### src/rtl/bsearch_pkg.sv
// bsearch_pkg: shared types and constants for the binary-search engine.
//   state_e     : engine FSM states
//   cmp_e       : result of comparing a probed entry against the key
//   MEM_LAT_MAX : largest supported memory read latency
package bsearch_pkg;

    localparam int unsigned MEM_LAT_MAX = 4;

    typedef enum logic [2:0] {
        IDLE,
        ISSUE,
        WAIT,
        COMPARE,
        DONE
    } state_e;

    typedef enum logic [1:0] {
        LT,
        GT,
        EQ
    } cmp_e;

endpackage

### src/rtl/bsearch_if.sv
// bsearch_if: request/result handshake plus memory read port of bsearch_engine.
//   start, key       : search request (controller -> engine)
//   busy, done       : engine status, done is a one-cycle pulse
//   found, index     : search result, held until the next accepted start
//   mem_addr, mem_rd : probe address and read strobe (engine -> memory)
//   mem_data         : read data, valid MEM_LAT cycles after mem_rd
// master = controller/memory side, slave = engine side.
interface bsearch_if #(
    parameter int unsigned DATA_W = 8,
    parameter int unsigned ADDR_W = 5
);
    logic              start;
    logic [DATA_W-1:0] key;
    logic              busy;
    logic              done;
    logic              found;
    logic [ADDR_W:0]   index;
    logic [ADDR_W-1:0] mem_addr;
    logic              mem_rd;
    logic [DATA_W-1:0] mem_data;

    modport master (
        output start, key, mem_data,
        input  busy, done, found, index, mem_addr, mem_rd
    );

    modport slave (
        input  start, key, mem_data,
        output busy, done, found, index, mem_addr, mem_rd
    );
endinterface

### src/rtl/bsearch_lat_ctr.sv
// bsearch_lat_ctr: reusable memory-latency down-counter.
//   clk, clr : clock, asynchronous active-low reset
//   load     : load load_val (asserted in the cycle the read is issued)
//   load_val : remaining wait cycles, i.e. read latency - 1
//   expire   : high in the last wait cycle, so the caller leaves its wait
//              state exactly when read data becomes valid
module bsearch_lat_ctr
    import bsearch_pkg::*;
#(
    parameter int unsigned CNT_W = $clog2(MEM_LAT_MAX)
) (
    input  logic             clk,
    input  logic             clr,
    input  logic             load,
    input  logic [CNT_W-1:0] load_val,
    output logic             expire
);
    logic [CNT_W-1:0] cnt_q, cnt_d;

    always_comb begin
        cnt_d = cnt_q;
        if (load)
            cnt_d = load_val;
        else if (cnt_q != '0)
            cnt_d = cnt_q - CNT_W'(1);
    end

    always_ff @(posedge clk or negedge clr) begin
        if (!clr) cnt_q <= '0;
        else      cnt_q <= cnt_d;
    end

    assign expire = (cnt_q <= CNT_W'(1));
endmodule

### src/rtl/bsearch_engine.sv
// bsearch_engine: binary search over an ascending-sorted synchronous-read memory.
//   clk : rising-edge clock
//   clr : asynchronous active-low reset
//   bus : bsearch_if.slave (start/key/busy/done/found/index, mem_addr/mem_rd/mem_data)
// Parameters: DATA_W entry/key width (unsigned compare), ADDR_W address width
// (DEPTH = 2**ADDR_W), MEM_LAT read latency 1..4.
// Optional macro BSEARCH_LOWER_BOUND_EN: keep searching after a match and report
// the first occurrence, or the insertion point (0..DEPTH) when absent.
module bsearch_engine
    import bsearch_pkg::*;
#(
    parameter int unsigned DATA_W  = 8,
    parameter int unsigned ADDR_W  = 5,
    parameter int unsigned MEM_LAT = 1
) (
    input  logic      clk,
    input  logic      clr,
    bsearch_if.slave  bus
);
    localparam int unsigned DEPTH = 2 ** ADDR_W;
    localparam int unsigned CNT_W = $clog2(MEM_LAT_MAX);

    state_e            state_q, state_d;
    logic [ADDR_W:0]   lo_q, lo_d, hi_q, hi_d, index_q, index_d;
    logic [ADDR_W:0]   mid;
    logic [DATA_W-1:0] key_q, key_d;
    logic              found_q, found_d;
    logic              accept, lat_expire;
    cmp_e              cmp;
`ifdef BSEARCH_LOWER_BOUND_EN
    logic              match_q, match_d;
`endif

    // lo < hi <= DEPTH while searching, so lo+hi fits in ADDR_W+1 bits.
    assign mid    = (lo_q + hi_q) >> 1;
    assign accept = bus.start && (state_q == IDLE || state_q == DONE);
    assign cmp    = (bus.mem_data < key_q) ? LT :
                    (bus.mem_data > key_q) ? GT : EQ;

    bsearch_lat_ctr #(.CNT_W(CNT_W)) u_lat_ctr (
        .clk      (clk),
        .clr      (clr),
        .load     (state_q == ISSUE),
        .load_val (CNT_W'(MEM_LAT - 1)),
        .expire   (lat_expire)
    );

    always_comb begin
        state_d = state_q;
        lo_d    = lo_q;
        hi_d    = hi_q;
        key_d   = key_q;
        found_d = found_q;
        index_d = index_q;
`ifdef BSEARCH_LOWER_BOUND_EN
        match_d = match_q;
`endif
        unique case (state_q)
            IDLE, DONE: begin
                state_d = IDLE;
                if (accept) begin
                    state_d = ISSUE;
                    lo_d    = '0;
                    hi_d    = (ADDR_W+1)'(DEPTH);
                    key_d   = bus.key;
                    found_d = 1'b0;
                    index_d = '0;
`ifdef BSEARCH_LOWER_BOUND_EN
                    match_d = 1'b0;
`endif
                end
            end
            ISSUE:   state_d = (MEM_LAT > 1) ? WAIT : COMPARE;
            WAIT:    if (lat_expire) state_d = COMPARE;
            COMPARE: begin
                unique case (cmp)
                    LT: lo_d = mid + (ADDR_W+1)'(1);
                    GT: hi_d = mid;
                    default: begin
`ifdef BSEARCH_LOWER_BOUND_EN
                        match_d = 1'b1;
                        hi_d    = mid;
`else
                        found_d = 1'b1;
                        index_d = mid;
`endif
                    end
                endcase
`ifdef BSEARCH_LOWER_BOUND_EN
                if (lo_d == hi_d) begin
                    state_d = DONE;
                    found_d = match_d;
                    index_d = lo_d;
                end else begin
                    state_d = ISSUE;
                end
`else
                state_d = (cmp == EQ || lo_d == hi_d) ? DONE : ISSUE;
`endif
            end
            default: state_d = IDLE;
        endcase
    end

    always_ff @(posedge clk or negedge clr) begin
        if (!clr) begin
            state_q <= IDLE;
            lo_q    <= '0;
            hi_q    <= '0;
            key_q   <= '0;
            found_q <= 1'b0;
            index_q <= '0;
`ifdef BSEARCH_LOWER_BOUND_EN
            match_q <= 1'b0;
`endif
        end else begin
            state_q <= state_d;
            lo_q    <= lo_d;
            hi_q    <= hi_d;
            key_q   <= key_d;
            found_q <= found_d;
            index_q <= index_d;
`ifdef BSEARCH_LOWER_BOUND_EN
            match_q <= match_d;
`endif
        end
    end

    // Status and probe outputs decode the state register directly so that an
    // asynchronous reset drops them immediately.
    assign bus.busy     = (state_q == ISSUE) || (state_q == WAIT) || (state_q == COMPARE);
    assign bus.done     = (state_q == DONE);
    assign bus.mem_rd   = (state_q == ISSUE);
    assign bus.mem_addr = (state_q == ISSUE) ? mid[ADDR_W-1:0] : '0;
    assign bus.found    = found_q;
    assign bus.index    = index_q;
endmodule
### src/flat_wrapper.sv
// flat-port wrapper written by rule: the top's interface ports become plain ports
module bsearch_engine_flat import bsearch_pkg::*;
#(
    parameter int unsigned DATA_W  = 8,
    parameter int unsigned ADDR_W  = 5,
    parameter int unsigned MEM_LAT = 1
)
  (clk, clr, bus_start, bus_key, bus_mem_data, bus_busy, bus_done, bus_found, bus_index, bus_mem_addr, bus_mem_rd);
  bsearch_if #(.DATA_W(DATA_W), .ADDR_W(ADDR_W)) bus_i ();
  input  logic clk;
  input  logic clr;
  input wire logic [$bits(bus_i.start)-1:0] bus_start;
  input wire logic [$bits(bus_i.key)-1:0] bus_key;
  input wire logic [$bits(bus_i.mem_data)-1:0] bus_mem_data;
  output wire logic [$bits(bus_i.busy)-1:0] bus_busy;
  output wire logic [$bits(bus_i.done)-1:0] bus_done;
  output wire logic [$bits(bus_i.found)-1:0] bus_found;
  output wire logic [$bits(bus_i.index)-1:0] bus_index;
  output wire logic [$bits(bus_i.mem_addr)-1:0] bus_mem_addr;
  output wire logic [$bits(bus_i.mem_rd)-1:0] bus_mem_rd;
  assign bus_i.start = bus_start;
  assign bus_i.key = bus_key;
  assign bus_i.mem_data = bus_mem_data;
  assign bus_busy = bus_i.busy;
  assign bus_done = bus_i.done;
  assign bus_found = bus_i.found;
  assign bus_index = bus_i.index;
  assign bus_mem_addr = bus_i.mem_addr;
  assign bus_mem_rd = bus_i.mem_rd;
  bsearch_engine #(.DATA_W(DATA_W), .ADDR_W(ADDR_W), .MEM_LAT(MEM_LAT)) u_core (.clk(clk), .clr(clr), .bus(bus_i));
endmodule
### config.mk
export PLATFORM = sky130hd
export DESIGN_NAME = bsearch_engine_flat
export DESIGN_NICKNAME = d
export VERILOG_FILES = /design/src/rtl/bsearch_pkg.sv /design/src/rtl/bsearch_if.sv /design/src/rtl/bsearch_lat_ctr.sv /design/src/rtl/bsearch_engine.sv /design/src/flat_wrapper.sv
export SDC_FILE = /design/constraint.sdc
export NUM_CORES = 1
export LEC_CHECK = 0
export BUFFER_PORTS_ARGS = -buffer_cell sky130_fd_sc_hd__buf_4
export CELL_PAD_IN_SITES_DETAIL_PLACEMENT = 0
export CELL_PAD_IN_SITES_GLOBAL_PLACEMENT = 1
export CORE_ASPECT_RATIO = 1.1
export CORE_MARGIN = 5
export CORE_UTILIZATION = 47
export CTS_BUF_LIST = sky130_fd_sc_hd__clkbuf_16
export CTS_CLUSTER_SIZE = 20
export DETAILED_ROUTE_END_ITERATION = 12
export PLACE_DENSITY = 0.9
export REMOVE_ABC_BUFFERS = 1
export SLEW_MARGIN = 20
export SYNTH_ARGS = -nofsm -noshare
export SYNTH_HDL_FRONTEND = slang
export SYNTH_SLANG_ARGS = --single-unit
### constraint.sdc
create_clock -name clk -period 3.85 [get_ports clk]
set_input_delay 0.77 -clock clk [delete_from_list [all_inputs] [get_ports clk]]
set_output_delay 0.77 -clock clk [all_outputs]
set_load 0.005 [all_outputs]
==> out/metrics.csv, run 1 <==
stage;metric;value;unit
drt;drc;0;
synthesis;synth_largest_area_cell;dfrtp_1;
clock_network;cts_root_buffer;clkbuf_16;
sta;setup_tns;0;ns
global_routing;grt_usage;18.0;%
sta;fmax;336;MHz
drt;via_count;1718;
clock_network;clk_pin_slew;0.05;ns
run;cap_violations;0;
power_and_ir_drop;power_density;891;mW/mm^2
clock_network;cts_resized;0;
critical_path;critPathMaxStageDelay;0.45;ns
clock_network;cts_hold_buf;0;
global_routing;met2_usage;29.6;%
global_routing;grtUsageMet1;23.3;%
sta;tightest_slew;0.610;ns
floorplanning;ioPinCount;34;
cells_and_area;drive_above_1_share;23.8;%
critical_path;end_kind;output port;
synthesis;synth_area_per_cell;9.39;um^2
global_routing;first_global_vias;1748;
placed_design;dp.cells;307;
drt;drt_pass1_iterations;4;
clock_network;post-cts-setup-buffers;0;
placed_design;routabilityCongestion;0.821;
sta;finClkSkew;0.00485;ns
placed_design;dp_hpwl;3.58;mm
synthesis;async_flop_share;100;%
critical_path;rr_worst_depth;9;
power_and_ir_drop;power_frac_seq;24.1;%
drt;wirelength;4.67;mm
global_routing;gr-total-overflow;0;
drt;vias_per_cell;5.45;
synthesis;synth_commonest_cells;dfrtp_1 (31), nand2_1 (28), inv_1 (20), nor2_1 (17), ha_1 (15);
power_and_ir_drop;switchingPower;0.977;mW
global_routing;grt.met3_usage;3.59;%
sta;period_minus_slack;2.98;ns
floorplanning;rows;25;
global_routing;antenna_found_initial;0;
critical_path;cp_max_fo;6;
sta;setup_viol;0;
synthesis;yosysWarningCount;0;
sta;min_period_over_period;77.4;%
clock_network;numCtsBuffers;5;
critical_path;r2r_end;u_core.state_q[0];
cells_and_area;final_cells;315;
placed_design;io_buffers;32;
drt;postRouteAntennaNets;0;
sta;drv_slew;0;
power_and_ir_drop;ir_drop;0.000477;V
clock_network;cts_sinks;31;
synthesis;synthTopCellsByArea;dfrtp_1 (36%), ha_1 (8.8%), nand2_1 (4.9%);
synthesis;ys_seq_elements;31;
clock_network;cts.path.max_buffers;2;
synthesis;ys.flop_type;dfrtp_1;
cells_and_area;nets;295;
critical_path;timing.rr.start;u_core.hi_q[0];
synthesis;yosysSeqAreaShare;36.2;%
critical_path;rrSetupSlack;0.94;ns
drt;wl_per_cell;14.8;um
floorplanning;die_w;74.4;um
critical_path;worstPathArrival;2.21;ns
critical_path;crit_chain;and2_1, fa_1, a211o_1, a21o_1, nand2_2, nor2_1, buf_4;
status;status;finished, final reports clean;
clock_network;htreeDepth;2;
critical_path;required;3.08;ns
critical_path;crit_slowest_cell;dfrtp_1;
floorplanning;initial_core_util;49.3;%
synthesis;yosysMostFrequentCell;dfrtp_1;
floorplanning;coreArea;0.00435;mm^2
synthesis;yosys.cell_types.count;59;
clock_network;clk_latency;0.27;ns
synthesis;synth_top_area_share;36.2;%
power_and_ir_drop;switching_share;43.0;%
clock_network;cts_tree;built;
synthesis;synthCells;228;
cells_and_area;insertedDiodeCount;0;
hold_path;hold_class;in -> async;
power_and_ir_drop;p_comb_share;60.1;%
power_and_ir_drop;p_clk_share;15.8;%
synthesis;synth_edf_count;0;
floorplanning;dieArea;0.00601;mm^2
global_routing;grt_pass1_wl;8.25;mm
cells_and_area;syn_to_final_growth;19.1;%
global_routing;grt_start_max_net_pins;32;
drt;drt_iter0_drc;97;
global_routing;top_usage_layer;met2;
cells_and_area;n_fill_cell;380;
critical_path;worst-path-buf-inv;1;
sta;rsz0062_at_grt;false;
critical_path;path_class;reg -> out;
synthesis;syn_area;0.00214;mm^2
sta;slew_headroom;59.2;%
critical_path;cp-start-kind;register;
power_and_ir_drop;p_int;1.30;mW
power_and_ir_drop;p_leak;1.25;nW
sta;hold_viol_final;0;
floorplanning;die_h;80.8;um
critical_path;critical_path.top_delay_family;compound AO/OA/AOI/OAI gates;
layer usage:
metal  vias up  share of wire (%)
li1        853                  -
met1       822                 45
met2        36                 49
met3         7                3.7
met4         0                2.0
met5         -                  0
logic make-up after synthesis:
| group | count (synthesis) | share of synthesized area [%] |
|---|---|---|
| fa+ha+maj | 16 | 9.70 |
| flops | 31 | 36.2 |
| simple gates | 77 | 18.3 |
| xor+xnor | 13 | 6.95 |
| buf+inv | 29 | 5.67 |
| other cells | 1 | 0.175 |
| compound gates | 46 | 15.5 |
| mux | 15 | 7.48 |
registers in the layout, summed over array words and instances (netlist names):
| signal | cells |
|---|---|
| u_core.hi_q | 6 |
| u_core.state_q | 3 |
| u_core.u_lat_ctr.cnt_q | 2 |
| u_core.bus.index | 5 |
| u_core.lo_q | 6 |
| u_core.bus.found | 1 |
| u_core.key_q | 8 |
worst max path at each step:
| stage | to | cells past startpoint | start | slack (ns) |
|---|---|---|---|---|
| after floorplan | u_core.state_q[0] | 9 | u_core.hi_q[0] | 1.29 |
| after global placement | u_core.state_q[0] | 9 | u_core.hi_q[0] | 0.97 |
| after detailed placement | u_core.state_q[0] | 9 | u_core.hi_q[0] | 0.97 |
| after CTS | bus_mem_addr[3] | 7 | u_core.hi_q[0] | 0.87 |
| after global routing | u_core.state_q[0] | 10 | u_core.hi_q[0] | 0.74 |
| final | bus_mem_addr[3] | 7 | u_core.hi_q[0] | 0.87 |
placed cells by master (no fill, tap or decap), drive strengths merged, types with 3 or more instances in the layout:
cell type / Yosys / final
mux2i: 7 / 7
xnor2: 9 / 9
clkbuf: 5 / 5
nand3: 9 / 9
nand2: 30 / 30
ha: 15 / 15
o21a: 4 / 4
nor2: 17 / 17
nand4: 4 / 4
mux2: 8 / 8
and2: 4 / 4
buf: 3 / 33
inv: 21 / 22
o211ai: 3 / 3
o21ai: 12 / 12
dfrtp: 31 / 31
a21oi: 9 / 9
a21o: 3 / 3
nor3: 3 / 3
power groups by stage:
stage                     logic (mW)  clock network [mW]  registers [mW]
after CTS                       1.38               0.364           0.547
after detailed placement        1.36                   0           0.551
after global routing            1.53               0.385           0.564
final                           1.37               0.359           0.547
after floorplan                 1.05                   0           0.519
after global placement          1.35                   0           0.547
area by class of cell:
class                   instances  area, um^2  area share [%]
inverters                      21        78.8            3.09
clock buffers                   5         125            4.90
flip-flops and latches         31         776            30.4
clock inverters                 3        11.3           0.441
well taps                      54        67.6            2.65
multi-input cells             168        1240            48.8
repair buffers                 33         248            9.71
metrics by stage:
stage | utilization (%) | setup slack, ns | area, um^2 | power, mW | hold WS, ns
finish | 58.7 | 0.872 | 2550 | 2.27 | 0.423
global route | 58.7 | 0.737 | 2550 | 2.48 | 0.452
CTS | 58.7 | 0.869 | 2550 | 2.29 | 0.435
detailed placement | 55.5 | 0.966 | 2410 | 1.91 | 0.485
global placement | 55.5 | 0.971 | 2410 | 1.90 | 0.475
floorplan | - | 1.29 | 2100 | 1.57 | 0.469
No activity file was read; power rests on OpenSTA's default activity.
==> inputs of run 2 (changes only) <==
CORE_UTILIZATION = 43   (was 47)
PLACE_DENSITY = 0.83   (was 0.9)
clock period = 3.1 ns   (was 3.85 ns; I/O delays follow)
==> out/metrics.csv, run 2 (synthesis results as in run 1) <==
stage;metric;value;unit
sta;setup_viol;0;
power_and_ir_drop;switching_share;42.8;%
clock_network;cts_root_buffer;clkbuf_16;
drt;vias_per_cell;5.27;
clock_network;cts_tree;built;
critical_path;cp_max_fo;5;
cells_and_area;largest_reg_flops;8;
floorplanning;die_w;77.3;um
cells_and_area;final_common_cell;buf_4;
cells_and_area;top_register;u_core.key_q;
global_routing;grt_start_max_net_pins;32;
floorplanning;rows;27;
run;cap_violations;0;
floorplanning;coreArea;0.00493;mm^2
floorplanning;die_h;84.0;um
sta;rsz0062_at_grt;false;
critical_path;cp-start-kind;register;
power_and_ir_drop;power_density;1110;mW/mm^2
clock_network;cts_resized;0;
sta;hold_ws;0.275;ns
cells_and_area;reg.largest.list;u_core.key_q x8, u_core.hi_q x6, u_core.lo_q x6;
global_routing;grt_pass1_wl;8.65;mm
critical_path;crit_chain;and2_1, fa_1, xnor2_1, inv_2, ha_1, xnor2_1, nand2_1, nor4b_4, o211ai_2, a31o_1;
cells_and_area;mostFrequentLayoutCells;buf_4 (38), dfrtp_1 (31), nand2_1 (28);
critical_path;end_kind;register;
drt;wirelength;4.84;mm
cells_and_area;n_fill_cell;442;
drt;via_count;1707;
clock_network;cts_sinks;31;
clock_network;numCtsBuffers;5;
critical_path;required;3.26;ns
sta;period_minus_slack;2.87;ns
cells_and_area;insertedDiodeCount;0;
hold_path;hold_class;in -> async;
global_routing;first_global_vias;1778;
critical_path;critPathMaxStageDelay;0.44;ns
sta;drv_slew;0;
drt;drc;0;
critical_path;crit_slowest_cell;dfrtp_1;
placed_design;dp_hpwl;3.62;mm
cells_and_area;final_area;0.00259;mm^2
placed_design;routabilityCongestion;0.874;
critical_path;r2r_end;u_core.state_q[0];
power_and_ir_drop;p_leak;1.28;nW
clock_network;clk_latency;0.27;ns
clock_network;htreeDepth;2;
global_routing;antenna_found_initial;0;
clock_network;cts.path.max_buffers;2;
cells_and_area;nets;300;
global_routing;grt_usage;16.3;%
cells_and_area;syn_to_final_growth;21.1;%
sta;hold_viol_final;0;
critical_path;timing.rr.start;u_core.hi_q[0];
drt;drt_pass1_iterations;4;
cells_and_area;final_util;52.6;%
power_and_ir_drop;p_clk_share;16.0;%
drt;postRouteAntennaNets;0;
sta;tightest_slew;0.812;ns
critical_path;rrSetupSlack;0.23;ns
power_and_ir_drop;ir_drop;0.000463;V
sta;slew_headroom;45.7;%
sta;fmax;348;MHz
clock_network;post-cts-setup-buffers;0;
power_and_ir_drop;p_comb_share;60.5;%
power_and_ir_drop;p_int;1.64;mW
sta;min_period_over_period;92.7;%
clock_network;clk_pin_slew;0.05;ns
global_routing;gr-total-overflow;0;
power_and_ir_drop;power_frac_seq;23.5;%
placed_design;placed_area;0.00246;mm^2
critical_path;worstPathArrival;3.04;ns
clock_network;cts_hold_buf;0;
critical_path;path_class;reg -> reg;
drt;drt_iter0_drc;60;
critical_path;rr_worst_depth;10;
power_and_ir_drop;switchingPower;1.23;mW
critical_path;crit_top_cell;xnor2_1;
sta;setup_tns;0;ns
cells_and_area;drive_above_1_share;25.6;%
placed_design;io_buffers;32;
drt;wl_per_cell;14.9;um
floorplanning;dieArea;0.00649;mm^2
floorplanning;initial_core_util;43.4;%
status;status;finished, final reports clean;
floorplanning;ioPinCount;34;
sta;finClkSkew;0.00254;ns
## run 2: changes by cell type in the layout (fill, tap and decap cells not counted), sizes merged
cell / delta
buf: +5
clkinv: -1
inv: +1
## run 2: cell type report
class | instances | area [um^2] | area share, %
multi-input combinational | 168 | 1240 | 48.0
sequential | 31 | 776 | 29.9
timing repair buffer | 38 | 285 | 11.0
clock buffer | 5 | 125 | 4.82
inverter | 21 | 78.8 | 3.04
tap | 58 | 72.6 | 2.80
clock inverter | 3 | 12.5 | 0.482
## run 2: worst max path at each step
stage                              endpoint           start  slack, ns  depth (start not counted)
after global routing      u_core.state_q[0]  u_core.hi_q[0]       0.05                         10
final                     u_core.state_q[0]  u_core.hi_q[0]       0.23                         10
after floorplan           u_core.state_q[0]  u_core.hi_q[0]       0.54                          9
after detailed placement  u_core.state_q[0]  u_core.hi_q[0]       0.24                         10
after CTS                 u_core.state_q[0]  u_core.hi_q[0]       0.22                         10
after global placement    u_core.state_q[0]  u_core.hi_q[0]       0.27                          9
## run 2: critical path: cells and delay by family, from the launching register on
kind,cells,cell delay [ns]
buffers and inverters,1,0.09
adder cells (fa/ha/maj),2,0.72
AO/OA/AOI/OAI,2,0.35
XOR/XNOR,2,0.57
flip-flops,1,0.44
AND/OR/NAND/NOR,3,0.60
## run 2: metal layers
layer / vias to the layer above / GRT usage [%] / wire, um
met1: 804 / 21.8 / 2330
met5: - / 0 / 0
met3: 7 / 3.56 / 187
li1: 866 / - / -
met2: 30 / 25.7 / 2220
met4: 0 / 6.41 / 99
## run 2: stage by stage
stage,power [mW],instances,worst slack [ns]
3_3_place_gp,2.39,316,0.273
2_1_floorplan,1.94,220,0.535
4_1_cts,2.89,324,0.220
5_1_grt,3.13,324,0.0492
6_report,2.87,324,0.225
3_5_place_dp,2.42,316,0.235
## run 2: power groups by stage
stage	Combinational (mW)	Sequential, mW	Clock [mW]
final	1.74	0.675	0.459
after global routing	1.93	0.698	0.494
after CTS	1.75	0.674	0.466
after detailed placement	1.74	0.679	0
after global placement	1.72	0.674	0
after floorplan	1.30	0.645	0
